`src/rtl/water_tank_pkg.sv`:
```
// -----------------------------------------------------------------------------
// water_tank_pkg
// Purpose: shared constants for the tank level decoder/valve controller.
//   - 2-bit level codes as produced by the tank level encoder
//   - valve controller FSM state encodings
//   - helper turning a level code into a one-hot flag vector
// Ports: none (package).
// -----------------------------------------------------------------------------
package water_tank_pkg;

    localparam int LVL_W = 2;

    localparam logic [LVL_W-1:0] LVL_EMPTY  = 2'b00;
    localparam logic [LVL_W-1:0] LVL_LOW    = 2'b01;
    localparam logic [LVL_W-1:0] LVL_MEDIUM = 2'b10;
    localparam logic [LVL_W-1:0] LVL_FULL   = 2'b11;

    localparam int ST_W = 2;

    localparam logic [ST_W-1:0] ST_IDLE    = 2'b00;
    localparam logic [ST_W-1:0] ST_FILLING = 2'b01;
    localparam logic [ST_W-1:0] ST_FAULT   = 2'b10;

    // Bit n of the result is set for level code n (bit0 EMPTY .. bit3 FULL).
    function automatic logic [3:0] level_onehot(input logic [LVL_W-1:0] lvl);
        level_onehot = 4'b0001 << lvl;
    endfunction

endpackage

```
`src/rtl/level_code_debouncer.sv`:
```
// -----------------------------------------------------------------------------
// level_code_debouncer
// Purpose: brings the asynchronous 2-bit level code into the clock domain with
//   a two-flop synchroniser, then only accepts a code once it has been seen
//   unchanged for DEBOUNCE_CYCLES synchronised cycles.
// Ports:
//   clk_i           in   clock, rising edge
//   rst_i           in   asynchronous active-high reset
//   level_code_i    in   raw level code (asynchronous to clk_i)
//   stable_level_o  out  accepted (stable) level, registered
//   stable_next_o   out  value stable_level_o takes at the next edge
//   update_o        out  one-cycle pulse, high in the cycle the stable level changed
// -----------------------------------------------------------------------------
module level_code_debouncer
    import water_tank_pkg::*;
#(
    parameter int DEBOUNCE_CYCLES = 4
) (
    input  logic             clk_i,
    input  logic             rst_i,
    input  logic [LVL_W-1:0] level_code_i,
    output logic [LVL_W-1:0] stable_level_o,
    output logic [LVL_W-1:0] stable_next_o,
    output logic             update_o
);

    localparam int CNT_W = (DEBOUNCE_CYCLES > 1) ? $clog2(DEBOUNCE_CYCLES) : 1;
    localparam logic [CNT_W-1:0] CNT_MAX = CNT_W'(DEBOUNCE_CYCLES - 1);

    logic [LVL_W-1:0] sync1_q, sync1_d;
    logic [LVL_W-1:0] sync2_q, sync2_d;
    logic [LVL_W-1:0] cand_q, cand_d;
    logic [CNT_W-1:0] cnt_q, cnt_d;
    logic [LVL_W-1:0] stable_q, stable_d;
    logic             update_q, update_d;
    logic             accept;

    always_comb begin
        sync1_d = level_code_i;
        sync2_d = sync1_q;

        cand_d = cand_q;
        cnt_d  = cnt_q;
        // Any change of the synchronised code restarts the hold count; the
        // count saturates so a long-held code does not wrap.
        if (sync2_q != cand_q) begin
            cand_d = sync2_q;
            cnt_d  = '0;
        end else if (cnt_q != CNT_MAX) begin
            cnt_d = cnt_q + 1'b1;
        end

        accept   = (cnt_q == CNT_MAX) && (cand_q != stable_q);
        stable_d = accept ? cand_q : stable_q;
        update_d = accept;
    end

    always_ff @(posedge clk_i or posedge rst_i) begin
        if (rst_i) begin
            sync1_q  <= LVL_EMPTY;
            sync2_q  <= LVL_EMPTY;
            cand_q   <= LVL_EMPTY;
            cnt_q    <= '0;
            stable_q <= LVL_EMPTY;
            update_q <= 1'b0;
        end else begin
            sync1_q  <= sync1_d;
            sync2_q  <= sync2_d;
            cand_q   <= cand_d;
            cnt_q    <= cnt_d;
            stable_q <= stable_d;
            update_q <= update_d;
        end
    end

    assign stable_level_o = stable_q;
    assign stable_next_o  = stable_d;
    assign update_o       = update_q;

endmodule

```
`src/rtl/water_level_decoder_ctrl.sv`:
```
// -----------------------------------------------------------------------------
// water_level_decoder_ctrl
// Purpose: consumes the tank level encoder's 2-bit code, debounces it, decodes
//   it to one-hot level flags and drives the fill valve with hysteresis and a
//   no-progress timeout that latches a fault alarm.
// Ports:
//   clk_i           in   clock, rising edge
//   rst_i           in   asynchronous active-high reset
//   level_code_i    in   raw level code (00 EMPTY, 01 LOW, 10 MEDIUM, 11 FULL)
//   enable_i        in   automatic filling allowed
//   clear_fault_i   in   leaves FAULT back to IDLE
//   level_empty_o   out  stable level is EMPTY
//   level_low_o     out  stable level is LOW
//   level_medium_o  out  stable level is MEDIUM
//   level_full_o    out  stable level is FULL
//   level_update_o  out  one-cycle pulse when the stable level changes
//   valve_o         out  fill valve open
//   alarm_o         out  fault latched
// -----------------------------------------------------------------------------
module water_level_decoder_ctrl
    import water_tank_pkg::*;
#(
    parameter int DEBOUNCE_CYCLES = 4,
    parameter int FILL_TIMEOUT    = 1000,
    parameter int TIMEOUT_W       = 16
) (
    input  logic       clk_i,
    input  logic       rst_i,
    input  logic [1:0] level_code_i,
    input  logic       enable_i,
    input  logic       clear_fault_i,
    output logic       level_empty_o,
    output logic       level_low_o,
    output logic       level_medium_o,
    output logic       level_full_o,
    output logic       level_update_o,
    output logic       valve_o,
    output logic       alarm_o
);

    localparam logic [TIMEOUT_W-1:0] TIMER_LAST = TIMEOUT_W'(FILL_TIMEOUT - 1);

    logic [LVL_W-1:0]     stable_level;
    logic [LVL_W-1:0]     stable_next;
    logic                 level_update;
    logic [LVL_W-1:0]     prev_level_q, prev_level_d;
    logic [3:0]           flags_q, flags_d;
    logic [ST_W-1:0]      state_q, state_d;
    logic [TIMEOUT_W-1:0] timer_q, timer_d;
    logic                 valve_q, valve_d;
    logic                 alarm_q, alarm_d;
    logic                 level_rise;

    level_code_debouncer #(
        .DEBOUNCE_CYCLES (DEBOUNCE_CYCLES)
    ) u_debouncer (
        .clk_i          (clk_i),
        .rst_i          (rst_i),
        .level_code_i   (level_code_i),
        .stable_level_o (stable_level),
        .stable_next_o  (stable_next),
        .update_o       (level_update)
    );

    always_comb begin
        // Flags are registered from the debouncer's next value so they change
        // on the same edge as the stable level itself.
        flags_d = level_onehot(stable_next);

        // The stable level only moves together with the update pulse, so the
        // value held here during the pulse is the level before the change.
        prev_level_d = stable_level;
        level_rise   = level_update && (stable_level > prev_level_q);

        state_d = state_q;
        timer_d = timer_q;
        case (state_q)
            ST_IDLE: begin
                // Hysteresis: only LOW or EMPTY starts a fill.
                if (enable_i && (stable_level <= LVL_LOW)) begin
                    state_d = ST_FILLING;
                    timer_d = '0;
                end
            end
            ST_FILLING: begin
                if (stable_level == LVL_FULL) begin
                    state_d = ST_IDLE;
                end else if (!enable_i) begin
                    state_d = ST_IDLE;
                end else if (level_rise) begin
                    timer_d = '0;
                end else if (timer_q == TIMER_LAST) begin
                    state_d = ST_FAULT;
                end else begin
                    timer_d = timer_q + 1'b1;
                end
            end
            ST_FAULT: begin
                if (clear_fault_i) begin
                    state_d = ST_IDLE;
                end
            end
            default: begin
                state_d = ST_IDLE;
            end
        endcase

        valve_d = (state_d == ST_FILLING);
        alarm_d = (state_d == ST_FAULT);
    end

    always_ff @(posedge clk_i or posedge rst_i) begin
        if (rst_i) begin
            flags_q      <= level_onehot(LVL_EMPTY);
            prev_level_q <= LVL_EMPTY;
            state_q      <= ST_IDLE;
            timer_q      <= '0;
            valve_q      <= 1'b0;
            alarm_q      <= 1'b0;
        end else begin
            flags_q      <= flags_d;
            prev_level_q <= prev_level_d;
            state_q      <= state_d;
            timer_q      <= timer_d;
            valve_q      <= valve_d;
            alarm_q      <= alarm_d;
        end
    end

    assign level_empty_o  = flags_q[0];
    assign level_low_o    = flags_q[1];
    assign level_medium_o = flags_q[2];
    assign level_full_o   = flags_q[3];
    assign level_update_o = level_update;
    assign valve_o        = valve_q;
    assign alarm_o        = alarm_q;

endmodule

```
`config.mk`:
```
export PLATFORM = sky130hd
export DESIGN_NAME = water_level_decoder_ctrl
export DESIGN_NICKNAME = d
export VERILOG_FILES = /design/src/rtl/water_tank_pkg.sv /design/src/rtl/level_code_debouncer.sv /design/src/rtl/water_level_decoder_ctrl.sv
export SDC_FILE = /design/constraint.sdc
export NUM_CORES = 1
export LEC_CHECK = 0
export CELL_PAD_IN_SITES_DETAIL_PLACEMENT = 0
export CELL_PAD_IN_SITES_GLOBAL_PLACEMENT = 1
export CORE_ASPECT_RATIO = 0.5
export CORE_MARGIN = 2
export CORE_UTILIZATION = 50
export CTS_BUF_LIST = sky130_fd_sc_hd__clkbuf_8
export DETAILED_ROUTE_END_ITERATION = 12
export PLACE_DENSITY = 0.94
export SETUP_SLACK_MARGIN = 0.02
export SLEW_MARGIN = 20
export SYNTH_ARGS = -nofsm -noshare
export SYNTH_HDL_FRONTEND = slang
export SYNTH_SLANG_ARGS = --single-unit
```
`constraint.sdc`:
```
create_clock -name clk_i -period 3.12 [get_ports clk_i]
set_input_delay 0.936 -clock clk_i [delete_from_list [all_inputs] [get_ports clk_i]]
set_output_delay 0.936 -clock clk_i [all_outputs]
set_load 0.02 [all_outputs]
```
# --- Yosys cells after proc, flatten, opt, wreduce, memory -nomap -nowiden ---
# Cells that the tools add are included.
op_classes:
  n_addsub: 2
  order_cmp: 2
  n_eq_ne: 14
  n_shift: 1
  n_mux: 16
  reduce_logical: 7
ops:
  columns: ["op", "n"]
  rows:
  - ["$mux W16", 5]
  - ["$pmux W16 S2", 1]
  - ["$mux W2", 9]
  - ["$add A16 B1 Y16 const B", 1]
  - ["$eq A16 B10 Y1 const B", 1]
  - ["$eq A2 B2 Y1 const B", 4]
  - ["$ne A2 B2 Y1 const B", 4]
  - ["$pmux W2 S3", 1]
  - ["$reduce_and A5 Y1", 1]
  - ["$eq A2 B1 Y1 const B", 2]
  - ["$ne A2 B2 Y1", 2]
  - ["$reduce_bool A2 Y1", 2]
  - ["$shl A1 B2 Y4 const A", 1]
  - ["$logic_and A1 B1 Y1", 3]
  - ["$ne A3 B3 Y1 const B", 1]
  - ["$add A2 B1 Y2 const B", 1]
  - ["$gt A2 B2 Y1", 1]
  - ["$le A2 B1 Y1 const B", 1]
  - ["$logic_not A2 Y1", 1]
word_totals:
  regBits: 37
  inputBits: 6
  output_inout_bits: 7
  word_cells: 54

# --- Logic depth before layout (Yosys ltp) ---
# Gate-level depths: netlist (run 1).
logic_depth:
  word_depth: 7
  depth_mapped: 8
  depth_no_buf: 7

# --- Cells and area by module ---
# From an unflattened synthesis (run 1), not the netlist that was laid out.
unflattened:
  cells_unflattened: 173
  area_unflattened_um2: 1781.7
modules_own_cells:
  columns: ["module", "n_inst", "cells_per_inst", "area_each_um2", "seq_area_each_um2"]
  rows:
  - ["water_level_decoder_ctrl", 1, 147, 1383.8, 651.9]
  - ["level_code_debouncer", 1, 26, 397.9, 275.3]

# --- Worst setup path after synthesis (run 1) ---
# Ideal clock, no wire load.
synth_path:
  kind: "input -> register"
  start: "in enable_i"
  end: "reg timer_q[2]"
  setup_time_ns: 0.133
  arrival_ns: 1.812
  setup_slack_ns: 1.175
  stages: 6
  n_path_buf: 1
  cell_sequence: "nor4b_2 -> a31o_2 -> o31ai_4 -> inv_2 -> buf_6 -> a31oi_1"
synth_via:
  elab_chain_cells: 3
  elab_cells_between_ends: 4
synth_lines:
  columns: ["item", "line_no", "rtl"]
  rows:
  - ["start: declaration", "water_level_decoder_ctrl.sv:30", "input logic enable_i,"]
  - ["$logic_and A1 B1 Y1", "water_level_decoder_ctrl.sv:80", "if (enable_i && (stable_level <= LVL_LOW)) begin"]
  - ["$ne A2 B2 Y1 (no line)", null, null]
  - ["$reduce_and A5 Y1 (no line) (*)", null, null]
  - ["end signal: assignment", "water_level_decoder_ctrl.sv:124", "timer_q <= timer_d;"]
  - ["end: declaration", "water_level_decoder_ctrl.sv:49", "logic [TIMEOUT_W-1:0] timer_q, timer_d;"]
# Mark *: on every way between the ends. The rest lies on a longest branch, timed or not.
# A chain may end at the register's enable or synchronous reset.

# --- Worst setup path in the final report (run 1) ---
layout_path:
  start: "reg flags_q[0]"
  end: "out level_empty_o"
layout_rtl:
  columns: ["item", "line_no", "rtl"]
  rows:
  - ["start: declaration", "water_level_decoder_ctrl.sv:47", "logic [3:0] flags_q, flags_d;"]
  - ["start signal: assignment", "water_level_decoder_ctrl.sv:114", "flags_q <= level_onehot(LVL_EMPTY);"]
  - ["start signal: assignment", "water_level_decoder_ctrl.sv:121", "flags_q <= flags_d;"]
  - ["end: declaration", "water_level_decoder_ctrl.sv:32", "output logic level_empty_o,"]
# No word-level cell between the ends.

==> impl_metrics.env, run 1 <==
export IMPL_core_area_sq_mm=0.00338
export IMPL_ir_drop_mv=0.607
export IMPL_skew_ns=0.00832
export IMPL_layout_cells_non_filler=225
export IMPL_first_global_vias=1312
export IMPL_clockBufferDepth=2
export IMPL_powerDensity_mw_per_mm2=727
export IMPL_tightest_slew_ns=0.766
export IMPL_cp_cell_sequence="clkdlybuf4s50_1"
export IMPL_io_pins=13
export IMPL_cts_buffers=5
export IMPL_holdBufCountCts=0
export IMPL_vias=1285
export IMPL_max_slew_margin_pct=48.7
export IMPL_max_stage_delay_ns=0.60
export IMPL_synthTopCellsByArea="dfrtp_1, nand2_1, a31oi_1, ha_1, nand3_1"
export IMPL_place_area_sq_mm=0.00189
export IMPL_start_util_pct=51.7
export IMPL_regArea_sq_um=927
export IMPL_die_height_microns=45.8
export IMPL_setup_viol=0
export IMPL_grt_pass1_wl_mm=6.07
export IMPL_internal_power_uw=961
export IMPL_hold_viol=0
export IMPL_gp_congestion=0.839
export IMPL_post_route_drc_count=0
export IMPL_postSynthAreaPerCell_sq_um=10.3
export IMPL_synth_top_area_share_pct=51.6
export IMPL_period_share_pct=75.4
export IMPL_drive_above_1_share_pct=10.4
export IMPL_clk_latency_ns=0.29
export IMPL_wl_per_cell_microns=15.4
export IMPL_cts_root_buf="clkbuf_8"
export IMPL_row_count=15
export IMPL_synth_edf_count=0
export IMPL_leakage_uw=0.000886
export IMPL_syn_area_sq_mm=0.00175
export IMPL_grt_start_max_net_pins=38
export IMPL_startpoint_type="flop"
export IMPL_switching_share_pct=34.0
export IMPL_track_usage_pct=20.6
export IMPL_io_buffers=12
export IMPL_p_total_uw=1460
export IMPL_avgViaCountPerCell=5.71
export IMPL_fin_crit_ns=2.35
export IMPL_maxCapViolations=0
export IMPL_initialDrtViolationCount=121
export IMPL_slowest_stage="clkdlybuf4s50_1"
export IMPL_p_seq_share_pct=43.4
export IMPL_synth_cells=169
export IMPL_ant_nets=0
export IMPL_endpoint_kind="output port"
export IMPL_crit_fanout=1
export IMPL_synth_nets=179
export IMPL_rsz0062_at_grt="no"
export IMPL_tns_ns=0
export IMPL_cts_sinks=37
export IMPL_yosys_warnings=0
export IMPL_p_comb_share_pct=28.4
export IMPL_htreeDepth=2
export IMPL_crit_buf_inv=1
export IMPL_grt_overflow=0
export IMPL_p_sw_uw=494
export IMPL_dp_hpwl_mm=2.42
export IMPL_n_antenna_cell=0
export IMPL_cts_tree="done"
export IMPL_synth_top_area_cell="dfrtp_1"
export IMPL_ys_ff_latch=37
export IMPL_areaGrowthSynthToFinish_pct=14.7
export IMPL_final_area_sq_mm=0.00200
export IMPL_place_inst=217
export IMPL_finalWirelength_mm=3.47
export IMPL_fillCellCount=285
export IMPL_clockPowerShare_pct=28.2
export IMPL_synth_most_common_cell="dfrtp_1"
export IMPL_synth_ff_type="dfrtp_1"
export IMPL_path_class="flop to output port"
export IMPL_crit_family="buffers and inverters"
export IMPL_synth_async_reset_ratio_pct=100
export IMPL_die_area_sq_mm=0.00401
export IMPL_hold_class="flop to flop"
export IMPL_crit_required_ns=2.18
export IMPL_critical_path_arrival_ns=1.42
export IMPL_slew_viol_final=0
export IMPL_status="finished clean"
export IMPL_synth_seq_area_share_pct=53.1
export IMPL_multi_input_area_sq_um=746
export IMPL_yosysUniqueCellTypes=44
export IMPL_max_freq_ghz=0.425
export IMPL_synth_commonest_cells="dfrtp_1, nand2_1, a31oi_1, nor2_1, nand3_1"
export IMPL_antenna_found_initial=0
export IMPL_clk_pin_slew_ns=0.08
export IMPL_postCtsSetupRepairBufs=0
export IMPL_dr_pass1_iters=4
export IMPL_nNetsFinal=192
export IMPL_dieWidth_microns=87.6
export IMPL_ctsResizeCount=0
## metal layers
metal,vias to the layer above,GRT usage [%],part of all wire (%)
li1,640,-,-
met1,616,27.8,48
met2,24,31.4,47
met3,5,6.16,3.5
met4,0,9.54,1.5
met5,-,0,0
## final cells by class
cell class | count | area share (%)
Clock buffer | 5 | 3.44
Clock inverter | 3 | 2.13
Inverter | 10 | 1.88
Multi-Input combinational cell | 115 | 37.2
Sequential cell | 37 | 46.3
Tap cell | 42 | 2.63
Timing Repair Buffer | 13 | 6.37
## cells in the final DEF, fill, tap and decap left out, types with 2 or more instances in the layout
cell type / count
dfrtp_1: 36
nand2_1: 17
clkdlybuf4s50_1: 12
nor2_1: 10
a31oi_1: 10
nand3_1: 9
a21oi_1: 7
inv_1: 7
o21ai_1: 7
or3_1: 5
clkbuf_8: 5
xnor2_1: 4
nand4_1: 4
ha_1: 4
nor2b_1: 3
and3_1: 3
inv_2: 3
a41oi_1: 3
nand2b_1: 2
nor3_1: 2
nor3b_1: 2
mux2i_1: 2
o31ai_1: 2
o21ai_0: 2
## state kept, by name, indices dropped and copies added (netlist names), 2 cells and up
register,flops
timer_q,16
flags_q,4
prev_level_q,2
state_q,2
u_debouncer.cand_q,2
u_debouncer.cnt_q,2
u_debouncer.stable_level_o,2
u_debouncer.sync1_q,2
u_debouncer.sync2_q,2
## per-stage QoR
stage | utilization, % | setup WS (ns) | hold WS [ns]
detailed placement | 56.0 | 0.514 | 0.339
floorplan | - | 1.18 | 0.331
global route | 59.3 | 0.619 | 0.360
CTS | 59.3 | 0.755 | 0.358
finish | 59.3 | 0.768 | 0.355
global placement | 56.0 | 0.555 | 0.335
## power by group through the flow
| stage | clock network, uW | registers, uW | logic, uW |
|---|---|---|---|
| detailed placement | 0 | 640 | 415 |
| floorplan | 0 | 655 | 280 |
| global placement | 0 | 636 | 404 |
| CTS | 419 | 632 | 418 |
| global route | 436 | 644 | 470 |
| finish | 410 | 632 | 413 |
## worst paths after layout
| check | depth (start not counted) | startpoint | slack [ns] | endpoint |
|---|---|---|---|---|
| worst max register to register | 6 | u_debouncer.stable_level_o[1] | 0.80 | timer_q[8] |
| max in group asynchronous | 3 | rst_i | 1.72 | flags_q[0] |
| min in group asynchronous | 3 | rst_i | 1.06 | valve_o |
| worst min register to register | 0 | u_debouncer.sync1_q[0] | 0.35 | u_debouncer.sync2_q[0] |
| worst min-delay path | 0 | u_debouncer.sync1_q[0] | 0.35 | u_debouncer.sync2_q[0] |
| worst max-delay path | 1 | flags_q[0] | 0.77 | level_empty_o |
## kinds of logic after synthesis
kind of cell	Yosys count	share of synthesized area [%]
AOI/OAI and AO/OA	38	14.8
and+or+nand+nor	66	21.4
adders and majority gates	4	2.87
muxes	2	1.15
xor gates and xnor gates	5	2.51
buffers and inverters	17	4.16
DFF	37	53.1
(Power assumes the default switching activity.)
==> run 2, diff against run 1 <==
--- a/config.mk
+++ b/config.mk
@@ -9,10 +9,10 @@
 export CELL_PAD_IN_SITES_GLOBAL_PLACEMENT = 1
 export CORE_ASPECT_RATIO = 0.5
 export CORE_MARGIN = 2
-export CORE_UTILIZATION = 50
+export CORE_UTILIZATION = 43
 export CTS_BUF_LIST = sky130_fd_sc_hd__clkbuf_8
 export DETAILED_ROUTE_END_ITERATION = 12
-export PLACE_DENSITY = 0.94
+export PLACE_DENSITY = 0.87
 export SETUP_SLACK_MARGIN = 0.02
 export SLEW_MARGIN = 20
 export SYNTH_ARGS = -nofsm -noshare
==> constraint.sdc (replaced) <==
create_clock -name clk_i -period 2.11 [get_ports clk_i]
set_input_delay 0.633 -clock clk_i [delete_from_list [all_inputs] [get_ports clk_i]]
set_output_delay 0.633 -clock clk_i [all_outputs]
set_load 0.02 [all_outputs]
==> impl_metrics.env, run 2 (same netlist as run 1, synthesis figures left out) <==
export IMPL_status="finished clean"
export IMPL_reg2reg_slack_ns=0.18
export IMPL_dr_pass1_iters=5
export IMPL_critical_path_arrival_ns=1.40
export IMPL_gp_congestion=0.802
export IMPL_powerDensity_mw_per_mm2=1030
export IMPL_n_antenna_cell=0
export IMPL_slew_viol_final=0
export IMPL_leakage_uw=0.000961
export IMPL_grt_start_max_net_pins=21
export IMPL_holdBufCountCts=0
export IMPL_core_area_sq_mm=0.00390
export IMPL_die_height_microns=49.1
export IMPL_endpoint="level_empty_o"
export IMPL_crit_required_ns=1.48
export IMPL_htreeDepth=2
export IMPL_clk_latency_ns=0.29
export IMPL_post_route_drc_count=0
export IMPL_rsz0062_at_grt="no"
export IMPL_initialDrtViolationCount=85
export IMPL_setup_viol=0
export IMPL_io_buffers=12
export IMPL_row_count=16
export IMPL_tns_ns=0
export IMPL_skew_ns=0.00780
export IMPL_ff2ff_path_depth=6
export IMPL_ir_drop_mv=0.606
export IMPL_slowest_stage="clkdlybuf4s50_1"
export IMPL_worstReg2RegStart="timer_q[1]"
export IMPL_final_common_cell="dfrtp_1"
export IMPL_cts_root_buf="clkbuf_8"
export IMPL_wl_per_cell_microns=13.7
export IMPL_max_stage_delay_ns=0.59
export IMPL_holdWs_ns=0.365
export IMPL_multi_input_area_sq_um=746
export IMPL_largest_reg_flops=16
export IMPL_fin_crit_ns=2.03
export IMPL_antenna_found_initial=0
export IMPL_regArea_sq_um=927
export IMPL_clockBufferDepth=2
export IMPL_cts_sinks=37
export IMPL_finalWirelength_mm=3.49
export IMPL_maxCapViolations=0
export IMPL_period_share_pct=96.4
export IMPL_die_area_sq_mm=0.00462
export IMPL_fillCellCount=348
export IMPL_largestRegisters="timer_q: 16 flops, flags_q: 4 flops"
export IMPL_worst_r2r_endpoint="timer_q[4]"
export IMPL_hold_viol=0
export IMPL_endpoint_kind="output port"
export IMPL_regMostFlops="timer_q"
export IMPL_cts_buffers=5
export IMPL_start_util_pct=44.7
export IMPL_areaGrowthSynthToFinish_pct=22.1
export IMPL_tightest_slew_ns=0.593
export IMPL_max_freq_ghz=0.492
export IMPL_cp_startpoint="flags_q[0]"
export IMPL_avgViaCountPerCell=5.53
export IMPL_cts_tree="done"
export IMPL_nNetsFinal=210
export IMPL_dp_hpwl_mm=2.50
export IMPL_dieWidth_microns=94.1
export IMPL_first_global_vias=1296
export IMPL_startpoint_type="flop"
export IMPL_drive_above_1_share_pct=18.9
export IMPL_grt_overflow=0
export IMPL_crit_buf_inv=1
export IMPL_vias=1409
export IMPL_ant_nets=0
export IMPL_layout_common_cells="dfrtp_1, buf_4, nand2_1, clkdlybuf4s50_1"
export IMPL_hold_class="flop to flop"
export IMPL_path_class="flop to output port"
export IMPL_max_slew_margin_pct=60.2
export IMPL_io_pins=13
export IMPL_clk_pin_slew_ns=0.08
export IMPL_worst_path_stages=1
export IMPL_crit_fanout=1
export IMPL_grt_pass1_wl_mm=6.07
export IMPL_track_usage_pct=17.0
export IMPL_cp_cell_sequence="clkdlybuf4s50_1"
export IMPL_crit_family="buffers and inverters"
run 2: how the worst min path moves through the flow:
stage                            from  slack, ns                     end  depth (start not counted)
2_1_floorplan  u_debouncer.sync1_q[0]       0.33  u_debouncer.sync2_q[0]                          0
3_3_place_gp   u_debouncer.sync1_q[0]       0.34  u_debouncer.sync2_q[0]                          0
3_5_place_dp   u_debouncer.sync1_q[0]       0.34  u_debouncer.sync2_q[0]                          0
4_1_cts        u_debouncer.sync1_q[0]       0.36  u_debouncer.sync2_q[0]                          0
5_1_grt        u_debouncer.sync1_q[0]       0.37  u_debouncer.sync2_q[0]                          0
6_report       u_debouncer.sync1_q[1]       0.36  u_debouncer.sync2_q[1]                          0
run 2: per-layer routing:
metal | GRT usage (%) | wire, microns
met1 | 23.1 | 1670
met2 | 27.0 | 1660
met3 | 5.10 | 141
met4 | 4.35 | 29
met5 | 0 | 0
run 2: area by class of cell:
class | instances | area share, %
flip-flops and latches | 37 | 43.5
clock buffers | 5 | 3.23
inverters | 10 | 1.76
clock inverters | 3 | 0.998
repair buffers | 31 | 12.3
multi-input cells | 115 | 35.0
well taps | 54 | 3.17
run 2: through the flow:
stage	util (%)	area [sq um]	std cells	power [uW]	setup WS (ns)
2_1_floorplan	-	1750	169	1380	0.175
3_3_place_gp	51.9	2030	245	1640	-0.0948
3_5_place_dp	51.9	2030	245	1670	-0.139
4_1_cts	54.2	2120	253	2180	0.0429
5_1_grt	54.6	2130	255	2330	0.0284
6_report	54.6	2130	255	2190	0.0766
run 2: power breakdown:
part	leakage [uW]	internal (uW)	switching, uW
sequential	0.000487	828	79.9
combinational	0.000429	354	422
clock	0.0000445	234	269
run 2: what timing repair did:
action                                  in CTS  in global routing
gates resized for setup                      0                  0
endpoints found under the setup margin       0                 10
hold endpoints to repair                     0                  0
setup buffers                                0                  2
==> edit 1 (config.mk and constraints of run 2) <==
`DEBOUNCE_CYCLES` is set to 4 in 2 places; all go to 8.
--- a/src/rtl/level_code_debouncer.sv
+++ b/src/rtl/level_code_debouncer.sv
@@ -16,3 +16,3 @@
 #(
-    parameter int DEBOUNCE_CYCLES = 4
+    parameter int DEBOUNCE_CYCLES = 8
 ) (
--- a/src/rtl/water_level_decoder_ctrl.sv
+++ b/src/rtl/water_level_decoder_ctrl.sv
@@ -22,3 +22,3 @@
 #(
-    parameter int DEBOUNCE_CYCLES = 4,
+    parameter int DEBOUNCE_CYCLES = 8,
     parameter int FILL_TIMEOUT    = 1000,
Formal check against the unedited RTL: not equivalent (Yosys sat finds a counterexample within 10 cycles, from zero or initial values and one cycle with rst_i high).
==> edit 1 against run 2 <==
Area after synthesis rose by 3.2%; cell area rose by 10%; non-clock buffer count rose by 9; routed wire length rose by 11%; largest cell class unchanged; utilization rose by 4.8 points; sequential cell count rose by 1; first-iteration DRC count rose by 47%; via count rose by 4.8%; synthesized cell count rose by 4.7%; highest routed layer unchanged; worst setup slack got worse by 7.4 ps.
Power is not compared: it rests on default switching activity, and its combinational part moved more than twofold at a synthesized area within 25%.
==> edit 1: results (changes against run 2) <==
Drt
  – Vias: 1477 (+4.8%)
  – Initial DRC Count: 125 (+47%)
  – Vias per cell: 5.41 (-2.1%)
  – Metal1 wirelength: 1.76 mm (+5.8%)
  – Pre-antenna DRT Iters: 4 (-1)
  – Met2 WL: 1.87 mm (+13%)
  – Drt total wl: 3.87 mm (+11%)
  – Met3 Wirelength: 198 um (+40%)
  – Top Metal Used: met4

Clock tree
  – Post-CTS Setup Repair Bufs: 4 (+4)
  – H-tree levels: 2 (unchanged)

Final layout
  – Ratio of cells with drive above 1 in the final layout: 0.219 (+0.0301)
  – Biggest regs: timer_q: 16 flops, flags_q: 4 flops, u_debouncer.cnt_q: 3 flops
  – Nets@finish: 229 (+9.0%)
  – Multi-input gate area: 796 um^2 (+6.7%)
  – Antenna diodes: 0 (unchanged)
  – Number of fill cells: 329 (-5.5%)

Synth
  – Synth Area in XOR/XNOR: 0.0243 (-0.000784)
  – Register area share after synthesis: 0.528 (-0.00271)
  – Synthesized area per cell: 10.2 um^2 (-1.4%)
  – Adder-Cell Fraction of Synth Area: 0.0347 (+0.00605)
  – Multiplexer share of the synthesized area: 0.0167 (+0.00520)
  – Synth Area in Compound Gates: 0.133 (-0.0143)
  – Synth cell count leaders: dfrtp_1 (37), o21ai_1 (17), nand2_1 (16)
  – Top cells by area, synth: dfrtp_1 (51%), o21ai_1 (4.7%), ha_1 (3.5%), nand2_1 (3.3%), nand3_1 (2.8%)
  – Mapped Nets: 188 (+5.0%)

Global routing
  – Total Routing Usage GR: 0.192 (+0.0221)
  – Number of global-route vias before repair: 1566 (+21%)
  – First-pass GRT wire length: 7.00 mm (+15%)
  – Largest net degree at the start of global routing: 39 (+86%)

Place
  – DP Cell Count: 260 (+6.1%)
  – Pre-CTS setup slack: -219 ps (-80.2 ps)
  – DP HPWL: 2.74 mm (+9.8%)
  – GPL Wtd Cong: 0.916 (+14%)
  – Placement Cell Area: 2140 um^2 (+5.9%)

Timing
  – Skew final: 8.21 ps (+0.408 ps)
  – Slew margin rel.: 0.533 (-0.0693)
  – Max Clk Rate: 0.490 GHz (-0.36%)
  – Hold Slack: 354 ps (-11.2 ps)

Setup path
  – Crit path DAT: roughly 1400 ps
  – R2R Path End: timer_q[12]
  – Reg2reg setup slack: 90 ps (-90 ps)
  – Reg2reg start: u_debouncer.stable_level_o[1]

Hold path
  – Hold Path Depth: 0 (unchanged)

Run status
  – Status: complete, no violations
edit 1: cell types whose count changed after synthesis, sizes merged, moves of 2 or more:
cell | run 2 | this run
a21o | 0 | 2
a21oi | 7 | 4
a31oi | 10 | 1
a41oi | 3 | 0
clkbuf | 5 | 3
inv | 9 | 12
nor2 | 10 | 12
nor3 | 2 | 8
o21ai | 9 | 17
edit 1: per-layer routing:
metal / vias to the layer above / GRT usage
met5: - / 0
met2: 38 / 0.326
met3: 5 / 0.0550
li1: 713 / -
met1: 721 / 0.240
met4: 0 / 0.0571
edit 1: cell type report:
class,count,share of cell area
clock buffer,5,0.0292
sequential,38,0.405
multi-input combinational,121,0.338
clock inverter,3,0.0292
tap,54,0.0287
inverter,12,0.0191
timing repair buffer,40,0.151
edit 1: power by group:
group	leakage (nW)	total, W	internal [W]	switching, W
registers	0.505	0.000815	0.000777	0.0000386
clock network	0.0683	0.000746	0.000474	0.000272
logic	0.506	0.000330	0.000168	0.000161
==> edit 2 (settings of run 2) <==
Without the edit above. Make the reset (`rst_i`) synchronous in 2 clocked blocks. Comments in the files are not updated.
--- a/src/rtl/level_code_debouncer.sv
+++ b/src/rtl/level_code_debouncer.sv
@@ -57,3 +57,3 @@
 
-    always_ff @(posedge clk_i or posedge rst_i) begin
+    always_ff @(posedge clk_i) begin
         if (rst_i) begin
--- a/src/rtl/water_level_decoder_ctrl.sv
+++ b/src/rtl/water_level_decoder_ctrl.sv
@@ -111,3 +111,3 @@
 
-    always_ff @(posedge clk_i or posedge rst_i) begin
+    always_ff @(posedge clk_i) begin
         if (rst_i) begin
Behaviour: differs if rst_i is asserted again (counterexample within 4 cycles, from zero or initial values and one cycle with rst_i high); with rst_i held inactive, the same outputs for 10 cycles.
==> edit 2 against run 2 <==
Maximum frequency up 1.1%; first-iteration DRC count rose by 33%; sequential cell count did not move; synthesized cell count rose by 7.7%; routed wire length up 4.6%; critical path depth grew 5; worst setup slack improved by 22 ps; cell count is 3.1% higher; count of clock-buffer cells in the layout grew 1; area after synthesis down 4.4%; cell area shrank 0.88%; critical endpoint is now timer_q[7].
Power is not compared: it rests on default switching activity, and its combinational part moved more than twofold at a synthesized area within 25%.
==> edit 2: results (changes against run 2) <==
Synth
  – Synth Area in Compound Gates: 0.178 (+0.0300)
  – Synth Area in XOR/XNOR: 0.0262 (+0.00115)
  – Multiplexer share of the synthesized area: 0.0180 (+0.00652)
  – Synth cell count leaders: dfxtp_1 (37), nand2_1 (16), nor2_1 (11)
  – Register area share after synthesis: 0.444 (-0.0874)
  – Mapped Nets: 192 (+7.3%)
  – Adder-Cell Fraction of Synth Area: 0.0300 (+0.00131)

Place
  – DP Cell Count: 254 (+3.7%)
  – Placement Cell Area: 1950 um^2 (-3.5%)
  – Pre-CTS setup slack: -204 ps (-64.8 ps)
  – DP HPWL: 2.52 mm (+0.84%)

Setup path
  – Crit path DAT: 2240 ps (+840 ps)
  – Reg2reg setup slack: 150 ps (-30 ps)
  – R2R Path End: timer_q[9]
  – Reg2reg start: timer_q[0]
  – Crit-path max FO: 6 (+5)
  – Critical path origin: enable_i

Drt
  – Metal1 wirelength: 1.79 mm (+7.5%)
  – Initial DRC Count: 113 (+33%)
  – Vias: 1467 (+4.1%)
  – Drt total wl: 3.66 mm (+4.6%)

Global routing
  – Largest net degree at the start of global routing: 32 (+52%)
  – Number of global-route vias before repair: 1351 (+4.2%)
  – Total Routing Usage GR: 0.186 (+0.0156)
  – First-pass GRT wire length: 6.15 mm (+1.5%)

Final layout
  – Nets@finish: 221 (+5.2%)
  – Final core utilization: 0.592 (+0.0464)

Timing
  – Slew margin rel.: 0.706 (+0.105)

Run status
  – Status: complete, no violations
## edit 2: metal layers
metal	up-vias	track usage
met5	-	0
met4	0	0.101
met3	10	0.0583
met2	39	0.313
met1	690	0.225
li1	728	-
## edit 2: repair_timing
item | CTS | global route
endpoints found under the setup margin | 5 | 13
pin swaps | 0 | 4
gates resized for setup | 1 | 5
buffers inserted | 0 | 1
## edit 2: worst min path at each step
stage	start	end	slack [ps]	cells past startpoint
3_3_place_gp	u_debouncer.sync1_q[0]	u_debouncer.sync2_q[0]	420	1
6_report	u_debouncer.sync1_q[1]	u_debouncer.sync2_q[1]	440	1
3_5_place_dp	u_debouncer.sync1_q[1]	u_debouncer.sync2_q[1]	430	1
4_1_cts	u_debouncer.sync1_q[1]	u_debouncer.sync2_q[1]	450	1
2_1_floorplan	u_debouncer.sync1_q[0]	u_debouncer.sync2_q[0]	410	1
5_1_grt	u_debouncer.sync1_q[0]	u_debouncer.sync2_q[0]	460	1
## edit 2: kinds of logic (layout without fill, tap and decap cells)
logic type               after synthesis  after routing
flip-flops                            37             37
AO/OA/AOI/OAI                         40             40
XOR/XNOR                               5              5
AND/OR/NAND/NOR                       82             82
buffers and inverters                 11             41
adder cells (fa/ha/maj)                4              4
multiplexers                           3              3
## edit 2: final cells by class
| cell class | count | share of cell area |
|---|---|---|
| Multi-Input combinational cell | 134 | 0.429 |
| Sequential cell | 37 | 0.352 |
| Timing Repair Buffer | 30 | 0.127 |
| Clock buffer | 6 | 0.0391 |
| Tap cell | 51 | 0.0302 |
| Clock inverter | 2 | 0.0178 |
| Inverter | 3 | 0.00533 |
## edit 2: power breakdown
group,switching [W],internal [W]
Clock,0.000257,0.000384
Combinational,0.0000543,0.0000540
Sequential,0.00000801,0.000711
Total,0.000319,0.00115
## edit 2: critical path, stage by stage
cell	delay (ps)
clkdlybuf4s50_1	460
nand2b_1	80
a21o_1	190
a31o_4	230
or4_1	500
a21oi_1	150
## edit 2: through the flow
step                setup TNS (ps)  power [W]
finish                           0    0.00147
floorplan                        0   0.000795
CTS                              0    0.00148
global placement             -1160   0.000837
detailed placement           -1830   0.000840
global route                     0    0.00152
